File: src/rtl/serial_full_adder.sv
// ---------------------------------------------------------------------------
// serial_full_adder
//
// Bit-serial WIDTH-bit adder: computes A + B + CarryIn one bit per clock,
// LSB first, through a single full-adder cell and a carry flop. It is the
// small multi-cycle arithmetic unit that sits beside the subtractor blocks.
//
// Operands are latched when Start is accepted, so A, B and CarryIn may change
// afterwards. Sum and CarryOut are updated only when an operation completes
// and are held until the next completion.
//
// Optional feature: define SERIAL_ADD_OVERFLOW_EN to add the Overflow output,
// which reports two's-complement signed overflow of the completed operation.
//
// Ports
//   clk       in   1      clock, rising edge
//   rst       in   1      synchronous active-high reset
//   Start     in   1      request, sampled only while Busy=0
//   A, B      in   WIDTH  operands, latched on acceptance
//   CarryIn   in   1      carry into bit 0, latched on acceptance
//   Busy      out  1      addition in progress
//   Done      out  1      one-cycle pulse, Sum/CarryOut updated this cycle
//   Sum       out  WIDTH  registered result
//   CarryOut  out  1      registered carry out of bit WIDTH-1
//   Overflow  out  1      (SERIAL_ADD_OVERFLOW_EN only) signed overflow
//
// State table
//   IDLE | waiting for Start; last result held on Sum/CarryOut
//   RUN  | one operand bit pair summed per clock, LSB first
// ---------------------------------------------------------------------------
module serial_full_adder #(
    parameter int WIDTH = 4
) (
    input  logic             clk,
    input  logic             rst,
    input  logic             Start,
    input  logic [WIDTH-1:0] A,
    input  logic [WIDTH-1:0] B,
    input  logic             CarryIn,
    output logic             Busy,
    output logic             Done,
    output logic [WIDTH-1:0] Sum,
    output logic             CarryOut
`ifdef SERIAL_ADD_OVERFLOW_EN
    ,
    output logic             Overflow
`endif
);

    localparam int CW = $clog2(WIDTH) + 1;
    localparam logic [CW-1:0] LAST_BIT = CW'(WIDTH - 1);

    typedef enum logic {
        IDLE = 1'b0,
        RUN  = 1'b1
    } state_t;

    state_t           state_q, state_d;
    logic [WIDTH-1:0] a_q, a_d;
    logic [WIDTH-1:0] b_q, b_d;
    logic             c_q, c_d;
    logic [WIDTH-1:0] psum_q, psum_d;
    logic [CW-1:0]    cnt_q, cnt_d;
    logic [WIDTH-1:0] sum_q, sum_d;
    logic             cout_q, cout_d;
    logic             done_q, done_d;
`ifdef SERIAL_ADD_OVERFLOW_EN
    logic             ovf_q, ovf_d;
`endif

    logic bit_s;
    logic bit_c;

    // The single full-adder cell.
    assign bit_s = a_q[0] ^ b_q[0] ^ c_q;
    assign bit_c = (a_q[0] & b_q[0]) | (a_q[0] & c_q) | (b_q[0] & c_q);

    always_ff @(posedge clk) begin
        if (rst) begin
            state_q <= IDLE;
            a_q     <= '0;
            b_q     <= '0;
            c_q     <= 1'b0;
            psum_q  <= '0;
            cnt_q   <= '0;
            sum_q   <= '0;
            cout_q  <= 1'b0;
            done_q  <= 1'b0;
`ifdef SERIAL_ADD_OVERFLOW_EN
            ovf_q   <= 1'b0;
`endif
        end else begin
            state_q <= state_d;
            a_q     <= a_d;
            b_q     <= b_d;
            c_q     <= c_d;
            psum_q  <= psum_d;
            cnt_q   <= cnt_d;
            sum_q   <= sum_d;
            cout_q  <= cout_d;
            done_q  <= done_d;
`ifdef SERIAL_ADD_OVERFLOW_EN
            ovf_q   <= ovf_d;
`endif
        end
    end

    always_comb begin
        state_d = state_q;
        a_d     = a_q;
        b_d     = b_q;
        c_d     = c_q;
        psum_d  = psum_q;
        cnt_d   = cnt_q;
        sum_d   = sum_q;
        cout_d  = cout_q;
        done_d  = 1'b0;
`ifdef SERIAL_ADD_OVERFLOW_EN
        ovf_d   = ovf_q;
`endif

        case (state_q)
            IDLE: begin
                if (Start) begin
                    a_d     = A;
                    b_d     = B;
                    c_d     = CarryIn;
                    psum_d  = '0;
                    cnt_d   = '0;
                    state_d = RUN;
                end
            end

            RUN: begin
                a_d    = {1'b0, a_q[WIDTH-1:1]};
                b_d    = {1'b0, b_q[WIDTH-1:1]};
                c_d    = bit_c;
                // Sum bits enter at the MSB so bit 0 ends at position 0.
                psum_d = {bit_s, psum_q[WIDTH-1:1]};
                cnt_d  = cnt_q + CW'(1);
                if (cnt_q == LAST_BIT) begin
                    sum_d   = {bit_s, psum_q[WIDTH-1:1]};
                    cout_d  = bit_c;
`ifdef SERIAL_ADD_OVERFLOW_EN
                    // c_q here is the carry into the MSB.
                    ovf_d   = c_q ^ bit_c;
`endif
                    done_d  = 1'b1;
                    state_d = IDLE;
                end
            end

            default: state_d = IDLE;
        endcase
    end

    assign Busy     = (state_q == RUN);
    assign Done     = done_q;
    assign Sum      = sum_q;
    assign CarryOut = cout_q;
`ifdef SERIAL_ADD_OVERFLOW_EN
    assign Overflow = ovf_q;
`endif

endmodule

File: config.mk
export PLATFORM = sky130hd
export DESIGN_NAME = serial_full_adder
export DESIGN_NICKNAME = d
export VERILOG_FILES = /design/src/rtl/serial_full_adder.sv
export SDC_FILE = /design/constraint.sdc
export NUM_CORES = 1
export LEC_CHECK = 0
export CAP_MARGIN = 0
export CORE_UTILIZATION = 31
export CTS_BUF_LIST = sky130_fd_sc_hd__clkbuf_8
export DETAILED_ROUTE_END_ITERATION = 8
export GPL_TIMING_DRIVEN = 0
export SYNTH_ARGS = -nofsm -noshare
export SYNTH_HDL_FRONTEND = slang
export SYNTH_SLANG_ARGS = --single-unit
File: constraint.sdc
create_clock -name clk -period 1.5 [get_ports clk]
set_input_delay 0.225 -clock clk [delete_from_list [all_inputs] [get_ports clk]]
set_output_delay 0.225 -clock clk [all_outputs]
set_load 0.005 [all_outputs]
Word level (Yosys, flattened, before mapping)
Index checks and enable logic that the tools add are counted.
{"block": "op_classes", "add_sub_neg": 1, "eq_ne": 2, "n_mux": 14, "bitwise_logic": 8, "reduce_logical": 2}
{"cell": "4-bit one-hot mux with 2 select lines", "n": 3}
{"cell": "4-bit two-way mux", "n": 3}
{"cell": "3-bit one-hot mux with 2 select lines", "n": 1}
{"cell": "1-bit two-way mux", "n": 4}
{"cell": "1-bit one-hot mux with 2 select lines", "n": 2}
{"cell": "3-bit by 1-bit adder with 3-bit output, second input constant", "n": 1}
{"cell": "1-bit bitwise AND", "n": 3}
{"cell": "3-bit by 2-bit == test with 1-bit output, second input constant", "n": 1}
{"cell": "3-bit two-way mux", "n": 1}
{"cell": "2-bit != test, second input constant", "n": 1}
{"cell": "1-bit bitwise OR", "n": 2}
{"cell": "2-bit AND reduction", "n": 1}
{"cell": "2-bit OR reduction", "n": 1}
{"cell": "1-bit XOR", "n": 2}
{"cell": "1-bit inverter", "n": 1}
{"block": "totals", "ff_bits": 23, "in_bits": 12, "output_inout_bits": 7, "word_cells": 36}

Logic depth before layout (Yosys ltp)
Gate-level depths: netlist of run 1.
{"block": "depth", "word_depth": 4, "ltp_mapped": 5, "mapped_depth_nobuf": 4}

Least setup slack after synthesis of run 1
No wires, ideal clock.
{"block": "synth_path", "kind": "flip-flop to flip-flop", "startpoint": "register cnt_q[0]", "endpoint": "register cout_q (netlist: CarryOut)", "setup_time_ns": 0.070, "t_arrival_ns": 1.190, "t_required_ns": 1.430, "slack_ns": 0.240, "path_stages_with_launch": 6, "path_buffers": 1, "synth_period_minus_slack_ns": 1.260, "path_cell_list": "dfxtp_1 > ha_1 > ha_1 > clkbuf_1 > a21bo_2 > a21oi_1"}
{"block": "synth_between", "elab_chain_cells": 2}
{"item": "start: declaration", "line_no": "63", "text": "logic [CW-1:0] cnt_q, cnt_d;"}
{"item": "start signal: assignment", "line_no": "98", "text": "cnt_q <= cnt_d;"}
{"item": "3-bit by 2-bit == test with 1-bit output", "line_no": "141", "text": "if (cnt_q == LAST_BIT) begin"}
{"item": "2-bit AND reduction (no source line)"}
{"item": "end signal: assignment", "line_no": "100", "text": "cout_q <= cout_d;"}
{"item": "end: declaration", "line_no": "65", "text": "logic cout_q, cout_d;"}
Every way passes these cells.
A chain may end at the register's enable or synchronous reset.

Final worst setup path of run 1
{"block": "layout_path", "startpoint": "register state_q (netlist: Busy)", "endpoint": "output port Busy"}
{"item": "start: declaration", "line_no": "58", "text": "state_t state_q, state_d;"}
{"item": "start signal: assignment", "line_no": "93", "text": "state_q <= state_d;"}
{"item": "end: declaration", "line_no": "40", "text": "output logic Busy,"}
No word-level cell between the ends.

==> results of run 1 <==
==> registers in the layout (all words and copies together) (netlist names) <==
signal / count
b_q: 4
psum_q: 3
CarryOut: 1
c_q: 1
cnt_q: 3
a_q: 4
Sum: 4
Done: 1
Busy: 1
==> where the power goes <==
group | total (mW) | switching (mW) | internal (mW)
sequential | 0.633 | 0.0194 | 0.613
combinational | 0.158 | 0.0742 | 0.0838
clock | 0.422 | 0.188 | 0.234
total | 1.21 | 0.282 | 0.931
==> Yosys cell counts (3+ instances only) <==
library cell	number	area [um^2]
nor2b_1	7	43.8
nand3_1	5	25.0
mux2i_1	9	90.1
a211oi_1	7	52.6
a21bo_2	5	50.1
or3b_1	5	43.8
nand2b_1	3	18.8
a21oi_1	12	60.1
nand2_1	5	18.8
clkbuf_1	3	11.3
dfxtp_1	22	440
==> cell families (layout without fill, tap and decap cells) <==
group	after synthesis	count (layout)	share of synthesized area [%]
simple gates	30	30	18.6
compound gates	24	24	16.8
flops	22	22	45.5
mux	9	9	9.30
buf+inv	9	31	5.17
fa+ha+maj	3	3	4.65
==> through the flow <==
stage,setup slack [ns],util (%)
2_1_floorplan,0.240,-
3_5_place_dp,0.0206,41.6
3_3_place_gp,0.0212,41.6
5_1_grt,0.00877,43.6
6_report,0.100,43.6
4_1_cts,0.0491,43.6
==> final cells by class <==
type | instances | share of cell area (%)
sequential | 22 | 35.5
inverter | 2 | 0.603
timing repair buffer | 18 | 14.5
multi-input combinational | 66 | 38.4
clock buffer | 4 | 4.42
tap | 31 | 3.12
buffer | 7 | 3.52
==> repair_timing <==
action | 4_1_cts | 5_1_grt
endpoints found under the setup margin | 1 | 5
buffers inserted | 0 | 0
gates resized for setup | 1 | 2
==> final timing paths <==
check | startpoint | to | slack (ns)
setup reg to reg | cnt_q[0] | Sum[1] | 0.10
setup / recovery | Busy | Busy | 0.10
hold reg to reg | psum_q[1] | Sum[0] | 0.47
hold / removal | psum_q[1] | Sum[0] | 0.47
==> per-layer routing <==
layer | global-route usage [%] | routed length, um | vias up | share of wire (%)
met5 | 0 | 0 | - | 0
met4 | 6.12 | 40 | 0 | 2.1
met2 | 21.3 | 829 | 11 | 44
li1 | - | - | 390 | -
met1 | 17.2 | 947 | 342 | 50
met3 | 4.69 | 63 | 4 | 3.4
==> flow_summary.toml, run 1 <==
[finish]
final.fill_count = 282
nNetsFinal = 135
antennaDiodeCount = 0
layout_common_cells = "dfxtp_1, clkdlybuf4s50_1, a21oi_1"
regArea_um2 = 442
layout-drive-gt1-share_pct = 13.4
layout_commonest_cell = "dfxtp_1"
fin_area_um2 = 1240
areaGrowthSynthToFinish_pct = 28.6
multi_input_area_um2 = 478
fin_cells = 150

[grt]
grt.overflow.total = 0
grt_pass1_wl_um = 3390
antenna_found_initial = 0
grt.total_usage_pct = 13.7
grt_pass1_vias = 758
grt_max_degree = 13

[floorplanning]
die_height_um = 57.9
die_area_um2 = 3350
rows = 19
start_util_pct = 33.9
core-area_um2 = 2850
fp.dieW_um = 57.9
pin_count = 19

[place]
hpwlAfterDp_um = 1360
port_buffers = 18
place_inst = 146
gp_congestion = 0.719
placedInstanceArea_um2 = 1190

[critical_path]
crit_slowest_cell = "clkdlybuf4s50_1"
crit_family = "buffers and inverters"
cp.required_ns = 1.27
crit_chain = "clkdlybuf4s50_1"
start_kind = "register"
critPathCaptureType = "output pin"
path_class = "reg2out"
path_max_fanout = 9
cp.depth = 1
rr_worst_depth = 5
slowest_delay_ns = 0.52
worstPathArrival_ns = 1.17
path_buf_inv = 1

[routing]
routed_via_density = 4.98
wl_per_cell_um = 12.5
drcViolationCount = 1
drtAntennaViolNets = 0
vias = 747
drt_iter0_markers = 6
routed_wl_um = 1880
dr.pass1.iters = 5

[cts]
root_buffer = "clkbuf_8"
cts_tree = "done"
clock_latency_ns = 0.26
ctsHoldBuffers = 0
clk_pin_slew_ns = 0.08
cts_max_level = 1
cts_made_buffers = 3
cts_buffer_depth = 2
clock-sinks = 22

[sta]
slew-limit-headroom_pct = 71.0
setup_viol = 0
period_minus_slack_ns = 1.40
final.setup_skew_ns = 0.000976
grt_setup_unrepaired = "false"
finalMaxSlewViolations = 0
whs_ns = 0.465
finalCritPeriodShare_pct = 93.3
hold_viol = 0
setup_tns_ns = 0
fmax_ghz = 0.714
tightest_slew_ns = 0.435

[outcome]
status = "complete, but fails checks"
violations = "design-rule violations"

[power_and_ir_drop]
p_per_area_nw_per_um2 = 974
power_leakage_nw = 0.475
peakVddDrop_uv = 475
fin_total_pwr_mw = 1.21

[synth]
syn_nets = 112
syn_area_um2 = 968
yosysSeqAreaShare_pct = 45.5
synth-seq-cells = 22
ys_warn_count = 0
yosysUniqueCellTypes = 21
syn_inst = 97
async_reset_ff_share_pct = 0
ys.flop_type = "dfxtp_1"
avgSynthCellArea_um2 = 9.98
synth_edf_count = 0

[worst_hold_path]
min_delay_path_depth = 2
hold_class = "reg2reg"

[job]
cap_violations = 0
Note: power is estimated with default switching activity, not from simulation.
==> run 2: changes to the inputs <==
- CAP_MARGIN: 0 -> 15
==> results of run 2 <==
The final DEF is identical to that of run 1; final timing and power are the same.
==> run 3: changes to the inputs <==
- CORE_MARGIN: default -> 3
==> run 3 against run 2 <==
Compared with the run above: the flow now finishes without violations; cell area grew 2.4%; hold slack improved by 0.0069 ns; largest power group unchanged; critical path type unchanged; sequential power about the same; highest routed layer unchanged; first-iteration DRC count grew to 3.8 times the previous value; sequential cell count did not move; setup slack got worse by 0.013 ns; non-clock buffer count is the same; sequential share of layout area shrank 0.84 points; clock skew rose by 0.0065 ns; global-route usage fell by 2.2 points.
==> flow_summary.toml, run 3 (synthesis results as in run 1) <==
[finish]
nNetsFinal = 135
layout-drive-gt1-share_pct = 13.4
areaGrowthSynthToFinish_pct = 31.7
antennaDiodeCount = 0
layout_commonest_cell = "dfxtp_1"
layout_common_cells = "dfxtp_1, clkdlybuf4s50_1, a21oi_1"

[critical_path]
r2r-end = "Sum[3]"
rr_worst_depth = 5
r2r-start = "cnt_q[0]"
cp.required_ns = 1.27
critPathCaptureType = "output pin"
cp.depth = 1
rrSetupSlack_ns = 0.13
slowest_delay_ns = 0.52
crit_chain = "clkdlybuf4s50_1"
path_buf_inv = 1
path_class = "reg2out"
worstPathArrival_ns = 1.19
path_max_fanout = 9
crit_slowest_cell = "clkdlybuf4s50_1"
crit_family = "buffers and inverters"
start_kind = "register"

[sta]
finalMaxSlewViolations = 0
period_minus_slack_ns = 1.41
grt_setup_unrepaired = "false"
fin_ws_ns = 0.0875
setup_viol = 0
setup_tns_ns = 0
final.setup_skew_ns = 0.00743
finalCritPeriodShare_pct = 94.2
fmax_ghz = 0.708
tightest_slew_ns = 0.489
hold_viol = 0
slew-limit-headroom_pct = 67.4

[routing]
dr.pass1.iters = 4
vias = 744
drcViolationCount = 0
routed_wl_um = 1950
wl_per_cell_um = 12.1
routed_via_density = 4.62
drt_iter0_markers = 23
drtAntennaViolNets = 0

[power_and_ir_drop]
p_seq_share_pct = 47.5
internal_power_mw = 1.05
peakVddDrop_uv = 440
switchingPower_uw = 282
p_comb_share_pct = 11.8
p_per_area_nw_per_um2 = 1050
pwr-share-clk_pct = 40.7
switching_share_pct = 21.1
power_leakage_nw = 0.482

[worst_hold_path]
worstHoldStart = "psum_q[2]"
min_delay_path_depth = 2
worstHoldEndpoint = "psum_q[1]"
hold_class = "reg2reg"

[cts]
clock-sinks = 22
cts_buffer_depth = 2
root_buffer = "clkbuf_8"
cts_max_level = 1
ctsHoldBuffers = 0
clock_latency_ns = 0.26
clk_pin_slew_ns = 0.08
cts_made_buffers = 3
cts_tree = "done"

[place]
place_ws_ns = 0.0279
port_buffers = 18
gp_congestion = 0.703
hpwlAfterDp_um = 1370

[grt]
grt_pass1_vias = 711
grt.total_usage_pct = 11.6
grt_pass1_wl_um = 3310
grt_max_degree = 14
grt.overflow.total = 0
antenna_found_initial = 0

[job]
cap_violations = 0

[floorplanning]
start_util_pct = 33.7
pin_count = 19
die_height_um = 61.9
core-area_um2 = 2880
fp.dieW_um = 61.9
rows = 19
die_area_um2 = 3830

[outcome]
status = "complete, no violations"
[run 3: changes by cell type in the layout (fill, tap and decap cells not counted), sizes merged]
cell / previous run / this run
bufinv: 0 / 1
clkbuf: 7 / 6
[run 3: timing repair]
action	4_1_cts	5_1_grt
endpoints found under the hold margin	0	0
setup endpoints to repair	1	5
cloned	0	0
pin swaps	0	0
setup buffers	0	0
resized for setup	1	2
[run 3: power by group through the flow]
stage,logic (mW),registers [mW],clock network (mW)
after floorplan,0.0968,0.642,0
after global placement,0.156,0.646,0
after detailed placement,0.157,0.647,0
after CTS,0.159,0.635,0.563
after global routing,0.174,0.640,0.591
final,0.158,0.634,0.543
[run 3: worst max path at each step]
stage          endpoint     start  slack [ns]
4_1_cts          Sum[3]  cnt_q[0]        0.04
5_1_grt            Busy      Busy        0.01
2_1_floorplan  CarryOut  cnt_q[0]        0.24
3_5_place_dp       Busy     Start        0.03
6_report           Busy      Busy        0.09
3_3_place_gp     a_q[1]     Start        0.02
[run 3: stage by stage]
stage               instances  hold WS, ns  power, mW  utilization, %  area [um^2]
floorplan                  97        0.298      0.739               -          968
global placement          157        0.450      0.802            41.8         1200
detailed placement        157        0.462      0.805            41.8         1200
CTS                       161        0.475       1.36            44.3         1270
global route              161        0.516       1.40            44.3         1270
finish                    161        0.472       1.33            44.3         1270
[run 3: metal layers]
metal	vias to the layer above	global-route usage, %	part of all wire [%]
li1	388	-	-
met4	0	3.64	1.2
met5	-	0	0
met3	4	2.48	3.4
met1	340	17.1	54
met2	12	16.7	41
[run 3: area by class of cell]
| class | instances | area (um^2) |
|---|---|---|
| fillers | 288 | 1600 |
| multi-input cells | 66 | 478 |
| flip-flops and latches | 22 | 442 |
| repair buffers | 18 | 180 |
| well taps | 42 | 52.6 |
| plain buffers | 7 | 43.8 |
| clock buffers | 3 | 41.3 |
| clock inverters | 1 | 30.0 |
| inverters | 2 | 7.51 |
